<file path="src/rtl/irq_timer_bank_if.sv">
// Register-bus interface for irq_timer_bank.
// Signal names are given from the timer bank's point of view:
//   req_i    single-cycle access strobe
//   we_i     1 = write, 0 = read
//   addr_i   word address {channel, reg[1:0]}
//   wdata_i  write data
//   rdata_o  read data, valid with ack_o, held until the next read ack
//   ack_o    access complete, one cycle after req_i
// The CPU side uses the master modport; the timer bank uses the slave modport.
interface irq_timer_bank_if #(
    parameter int ADDR_W = 4
);
    logic              req_i;
    logic              we_i;
    logic [ADDR_W-1:0] addr_i;
    logic [31:0]       wdata_i;
    logic [31:0]       rdata_o;
    logic              ack_o;

    modport master (
        output req_i, we_i, addr_i, wdata_i,
        input  rdata_o, ack_o
    );

    modport slave (
        input  req_i, we_i, addr_i, wdata_i,
        output rdata_o, ack_o
    );
endinterface

</file>
<file path="src/rtl/irq_timer_bank.sv">
// Bank of N_CH independent programmable interrupt timers for picorv32.
// Each channel has CTRL (EN, ONESHOT, IE), PERIOD, COUNT (read-only) and a
// write-one-to-clear STATUS (PENDING, OVERRUN). A channel fires every PERIOD
// cycles while enabled and drives a registered level IRQ on bit IRQ_BASE+c.
// Ports:
//   clk      clock
//   rst      synchronous active-low reset
//   bus      register bus (slave side), see irq_timer_bank_if
//   eoi_i    picorv32 end-of-interrupt; bit IRQ_BASE+c clears channel c pending
//   irq_o    level interrupts, bits outside the bank tied to 0
module irq_timer_bank #(
    parameter int N_CH     = 4,
    parameter int CNT_W    = 32,
    parameter int IRQ_BASE = 4
) (
    input  logic               clk,
    input  logic               rst,
    irq_timer_bank_if.slave    bus,
    input  logic [31:0]        eoi_i,
    output logic [31:0]        irq_o
);
    localparam int CH_W = (N_CH > 1) ? $clog2(N_CH) : 1;
    localparam logic [CNT_W-1:0] CNT_ZERO = {CNT_W{1'b0}};
    localparam logic [CNT_W-1:0] CNT_ONE  = {{(CNT_W-1){1'b0}}, 1'b1};

    logic [CH_W-1:0]  ch_s;
    logic [1:0]       reg_s;

    logic [2:0]       ctrl_q   [N_CH];
    logic [2:0]       ctrl_d   [N_CH];
    logic [CNT_W-1:0] period_q [N_CH];
    logic [CNT_W-1:0] period_d [N_CH];
    logic [CNT_W-1:0] count_q  [N_CH];
    logic [CNT_W-1:0] count_d  [N_CH];
    logic             pend_q   [N_CH];
    logic             pend_d   [N_CH];
    logic             ovr_q    [N_CH];
    logic             ovr_d    [N_CH];

    logic [31:0]      irq_q, irq_d;
    logic [31:0]      rdata_q, rdata_d;
    logic             ack_q, ack_d;

    // Bits of eoi/wdata/addr beyond the bank's needs are deliberately ignored.
    logic             unused_s;
    assign unused_s = ^{eoi_i, bus.wdata_i, bus.addr_i};

    assign ch_s  = bus.addr_i[CH_W+1:2];
    assign reg_s = bus.addr_i[1:0];

    // Per-channel counter, control and pending/overrun next-state logic.
    always_comb begin
        irq_d = 32'h0000_0000;
        for (int c = 0; c < N_CH; c++) begin
            logic wr_s, live_s, term_s, st_wr_s, clr_s;
            wr_s    = bus.req_i & bus.we_i & (ch_s == CH_W'(c));
            live_s  = ctrl_q[c][0] & (period_q[c] != CNT_ZERO);
            term_s  = live_s & (count_q[c] == (period_q[c] - CNT_ONE));
            st_wr_s = wr_s & (reg_s == 2'd3);
            // eoi and W1C share the clear path; a same-cycle fire still wins.
            clr_s   = eoi_i[IRQ_BASE+c] | (st_wr_s & bus.wdata_i[0]);

            pend_d[c] = term_s ? 1'b1 : (clr_s ? 1'b0 : pend_q[c]);
            ovr_d[c]  = (term_s & pend_q[c] & ~clr_s) ? 1'b1 :
                        ((st_wr_s & bus.wdata_i[1]) ? 1'b0 : ovr_q[c]);

            // CPU write to CTRL overrides the one-shot self-disable.
            if (wr_s && (reg_s == 2'd0)) begin
                ctrl_d[c] = bus.wdata_i[2:0];
            end else if (term_s && ctrl_q[c][1]) begin
                ctrl_d[c] = {ctrl_q[c][2:1], 1'b0};
            end else begin
                ctrl_d[c] = ctrl_q[c];
            end

            // PERIOD write restarts the count regardless of the counter state.
            if (wr_s && (reg_s == 2'd1)) begin
                period_d[c] = bus.wdata_i[CNT_W-1:0];
                count_d[c]  = CNT_ZERO;
            end else if (!live_s || term_s) begin
                period_d[c] = period_q[c];
                count_d[c]  = CNT_ZERO;
            end else begin
                period_d[c] = period_q[c];
                count_d[c]  = count_q[c] + CNT_ONE;
            end

            irq_d[IRQ_BASE+c] = pend_q[c] & ctrl_q[c][2];
        end
    end

    // Read mux: data is taken from the register state at the request edge.
    always_comb begin
        ack_d   = bus.req_i;
        rdata_d = rdata_q;
        if (bus.req_i && !bus.we_i) begin
            rdata_d = 32'h0000_0000;
            for (int c = 0; c < N_CH; c++) begin
                if (ch_s == CH_W'(c)) begin
                    case (reg_s)
                        2'd0:    rdata_d = {29'h0, ctrl_q[c]};
                        2'd1:    rdata_d = 32'(period_q[c]);
                        2'd2:    rdata_d = 32'(count_q[c]);
                        2'd3:    rdata_d = {30'h0, ovr_q[c], pend_q[c]};
                        default: rdata_d = 32'h0000_0000;
                    endcase
                end else begin
                    rdata_d = rdata_d;
                end
            end
        end else begin
            rdata_d = rdata_q;
        end
    end

    // State registers with synchronous active-low reset.
    always_ff @(posedge clk) begin
        if (!rst) begin
            for (int c = 0; c < N_CH; c++) begin
                ctrl_q[c]   <= 3'b000;
                period_q[c] <= CNT_ZERO;
                count_q[c]  <= CNT_ZERO;
                pend_q[c]   <= 1'b0;
                ovr_q[c]    <= 1'b0;
            end
            irq_q   <= 32'h0000_0000;
            rdata_q <= 32'h0000_0000;
            ack_q   <= 1'b0;
        end else begin
            for (int c = 0; c < N_CH; c++) begin
                ctrl_q[c]   <= ctrl_d[c];
                period_q[c] <= period_d[c];
                count_q[c]  <= count_d[c];
                pend_q[c]   <= pend_d[c];
                ovr_q[c]    <= ovr_d[c];
            end
            irq_q   <= irq_d;
            rdata_q <= rdata_d;
            ack_q   <= ack_d;
        end
    end

    assign irq_o       = irq_q;
    assign bus.rdata_o = rdata_q;
    assign bus.ack_o   = ack_q;
endmodule
</file>
<file path="src/flat_wrapper.sv">
// flat-port wrapper written by rule: the top's interface ports become plain ports
module irq_timer_bank_flat 
#(
    parameter int N_CH     = 4,
    parameter int CNT_W    = 32,
    parameter int IRQ_BASE = 4
)
  (clk, rst, eoi_i, irq_o, bus_req_i, bus_we_i, bus_addr_i, bus_wdata_i, bus_rdata_o, bus_ack_o);
  irq_timer_bank_if bus_i ();
  input  logic clk;
  input  logic rst;
  input  logic [31:0] eoi_i;
  output logic [31:0] irq_o;
  input wire logic [$bits(bus_i.req_i)-1:0] bus_req_i;
  input wire logic [$bits(bus_i.we_i)-1:0] bus_we_i;
  input wire logic [$bits(bus_i.addr_i)-1:0] bus_addr_i;
  input wire logic [$bits(bus_i.wdata_i)-1:0] bus_wdata_i;
  output wire logic [$bits(bus_i.rdata_o)-1:0] bus_rdata_o;
  output wire logic [$bits(bus_i.ack_o)-1:0] bus_ack_o;
  assign bus_i.req_i = bus_req_i;
  assign bus_i.we_i = bus_we_i;
  assign bus_i.addr_i = bus_addr_i;
  assign bus_i.wdata_i = bus_wdata_i;
  assign bus_rdata_o = bus_i.rdata_o;
  assign bus_ack_o = bus_i.ack_o;
  irq_timer_bank #(.N_CH(N_CH), .CNT_W(CNT_W), .IRQ_BASE(IRQ_BASE)) u_core (.clk(clk), .rst(rst), .bus(bus_i), .eoi_i(eoi_i), .irq_o(irq_o));
endmodule
</file>
<file path="config.mk">
export PLATFORM = sky130hd
export DESIGN_NAME = irq_timer_bank_flat
export DESIGN_NICKNAME = d
export VERILOG_FILES = /design/src/rtl/irq_timer_bank_if.sv /design/src/rtl/irq_timer_bank.sv /design/src/flat_wrapper.sv
export SDC_FILE = /design/constraint.sdc
export NUM_CORES = 1
export LEC_CHECK = 0
export CAP_MARGIN = 25
export CORE_UTILIZATION = 57
export DETAILED_ROUTE_END_ITERATION = 10
export PLACE_DENSITY = 0.77
export SETUP_SLACK_MARGIN = 0.02
export SYNTH_ARGS = -nofsm -noshare
export SYNTH_HDL_FRONTEND = slang
export SYNTH_SLANG_ARGS = --single-unit
</file>
<file path="constraint.sdc">
create_clock -name clk -period 8.6 [get_ports clk]
set_clock_uncertainty 0.2 [all_clocks]
set_input_delay 2.15 -clock clk [delete_from_list [all_inputs] [get_ports clk]]
set_output_delay 2.15 -clock clk [all_outputs]
set_load 0.1 [all_outputs]
</file>
==> flow_summary.ini <==
[route]
via_per_inst = 6.528
final_antenna_net_count = 0
route.detailed.drc = 0
wl_um = 69630
firstDrtPassIters = 8
wl_per_cell_um = 23.83
vias = 19080
drt_first_iter_violations = 2152

[worst_setup_path]
path_max_fanout = 46
path_delay_family = simple AND/OR/NAND/NOR gates
cp.arrival_ps = 5240
cp-start-kind = primary input
critPathCaptureType = flip-flop
crit_buf_inv = 4
crit_chain = buf_2 > buf_4 > inv_2 > nor2_1 > nand3_1 > nor2_4 > buf_16 > nand2_1 > a21oi_1
critPathRequiredTime_ps = 8860
max_stage_delay_ps = 580
path_class = in -> reg
critPathSlowestCell = nor2_1

[clocking]
clk_path_buf_depth = 3
cts_hold_buffers = 0
clk_latency_ps = 550
cts_setup_buffers = 0
cts_resized = 0
clock-sinks = 313
cts_tree = done
numCtsBuffers = 36
h-tree-depth = 2
root_buffer = clkbuf_16
cts.clk_slew.worst_paths_ps = 60

[yosys]
netlist_instances = 2513
ys_top_cells_by_count = nand2_1 (379), dfxtp_1 (313), a21oi_1 (227)
ys_seq_area_frac = 0.3288
synth_area_leaders = dfxtp_1 (33%), nand2_1 (7.5%), xnor2_1 (6.4%)
synth_edf_count = 0
avgSynthCellArea_sq_um = 7.584
async_flop_share = 0
syn_area_sq_um = 19060
synth_seq_cells = 313
synth_top_area_frac = 0.3288
synthFlopType = dfxtp_1
yosysMostFrequentCell = nand2_1
yosysWarnings = 0
synth_area_leader_cell = dfxtp_1
ys_types = 80

[die]
fp.dieW_um = 184.9
placeableCoreArea_sq_um = 32700
pin_count = 137
dieHeight_um = 184.9
die_area_sq_um = 34170
initial_core_util = 0.5828
placement_rows = 66

[cells_and_area]
area_growth_pct = 10.35
seq_area_sq_um = 6266
drive_gt1_frac = 0.05809
fin_nets = 2533
n_fill_cell = 2948
fin_cells = 2922
multiInputGateArea_sq_um = 11820

[timing]
slew_headroom = 0.2902
clock.fmax_mhz = 200.6
rsz0062_at_grt = false
setup_viol = 0
hold_viol = 0
worst_pin_slew_ps = 1061
period_share = 0.5798
maxSlewViolCount = 0
post-route-min-period_ps = 4986
setup_tns_ps = 0

[global_route]
gr-usage-all-layers = 0.4022
grt_start_max_net_pins = 75
grt_pass1_vias = 17270
overflow = 0
antenna_found_initial = 2
grt_pass1_wl_um = 103400

[power]
ir_worst_vdd_v = 0.0001518
leakage_uw = 0.007200
p_per_area_nw_per_um2 = 165.2

[placement]
dpl.hpwl_um = 51840
place_congestion = 1.035
dp_cells = 2856
port_buffers = 80

[outcome]
status = finished clean

[job]
max_cap_viol_count = 0

[min_path]
hp-class = reg -> reg
==> where the power goes <==
| group | leakage, uW | switching, uW | total (uW) | internal [uW] |
|---|---|---|---|---|
| logic | 0.00408 | 288 | 398 | 110 |
| clock network | 0.000598 | 647 | 1600 | 951 |
| registers | 0.00252 | 16.5 | 1480 | 1460 |
| total | 0.00720 | 952 | 3470 | 2520 |
==> area by class of cell <==
class | instances | area share
multi-input combinational | 1960 | 0.5620
tap | 442 | 0.02629
clock buffer | 53 | 0.05068
inverter | 25 | 0.004581
timing repair buffer | 116 | 0.05152
clock inverter | 12 | 0.006901
antenna | 1 | 0.0001190
sequential | 313 | 0.2979
==> worst paths after layout <==
| check | startpoint | to | slack (ps) | cells after the start |
|---|---|---|---|---|
| max | bus_addr_i[3] | u_core.period_q[2][21]$_SDFFE_PN0P_ | 3610 | 9 |
| min | u_core.ctrl_q[3][1]$_SDFFE_PN0P_ | u_core.ctrl_q[3][1]$_SDFFE_PN0P_ | 280 | 2 |
| max reg2reg | u_core.period_q[1][0]$_SDFFE_PN0P_ | u_core.count_q[0][40]$_SDFF_PP0_ | 3880 | 11 |
| min reg2reg | u_core.ctrl_q[3][1]$_SDFFE_PN0P_ | u_core.ctrl_q[3][1]$_SDFFE_PN0P_ | 280 | 2 |
==> cells in the final DEF (no fill, tap or decap), types with 37 or more instances in the layout <==
cell	count
clkbuf_16	37
clkdlybuf4s50_1	78
nor2_1	218
a21oi_1	227
nand3_1	93
xor2_1	132
o21ai_0	58
nand4_1	44
nand2_1	379
nor4_1	56
nor3_1	110
dfxtp_1	313
xnor2_1	140
==> registers in the layout, indices dropped and copies added (netlist names) <==
register	count
u_core.bus.ack_o	1
u_core.count_q	128
u_core.period_q	128
u_core.bus.rdata_o	32
u_core.ovr_q	4
u_core.pend_q	4
u_core.irq_o	4
u_core.ctrl_q	12
==> worst min-delay path, delay by kind of cell, from the launching register on <==
kind	cells	cell delay, ps
DFF	1	320
and+or+nand+nor	1	60
AOI/OAI and AO/OA	1	50
==> per-stage QoR <==
step	instance area (sq um)	setup WS, ps	total power (uW)	hold WS, ps	utilization
floorplan	19160	4301	1783	241.2	-
global placement	19790	3003	1893	248.9	0.6052
detailed placement	19820	3186	1896	263.4	0.6061
CTS	21030	3734	3465	272.6	0.6431
global route	21030	3541	3557	297.5	0.6431
finish	21030	3614	3474	276.3	0.6432
==> per-layer routing <==
metal | vias up | routed length [um] | global-route usage
li1 | 8736 | - | -
met1 | 9038 | 26360 | 0.5123
met2 | 1086 | 31340 | 0.6320
met3 | 213 | 8037 | 0.08867
met4 | 2 | 3876 | 0.2182
met5 | - | 13 | 0
==> cells by family (layout without fill, tap and decap cells) <==
family | count (synthesis) | count (layout) | synth area share
simple gates | 1090 | 1090 | 0.2742
compound gates | 506 | 506 | 0.1676
flops | 313 | 313 | 0.3288
xor+xnor | 272 | 272 | 0.1250
buf+inv | 267 | 206 | 0.05869
mux | 55 | 55 | 0.03965
fa+ha+maj | 9 | 9 | 0.005908
other cells | 1 | 29 | 0.0001968
(Power assumes the default switching activity.)
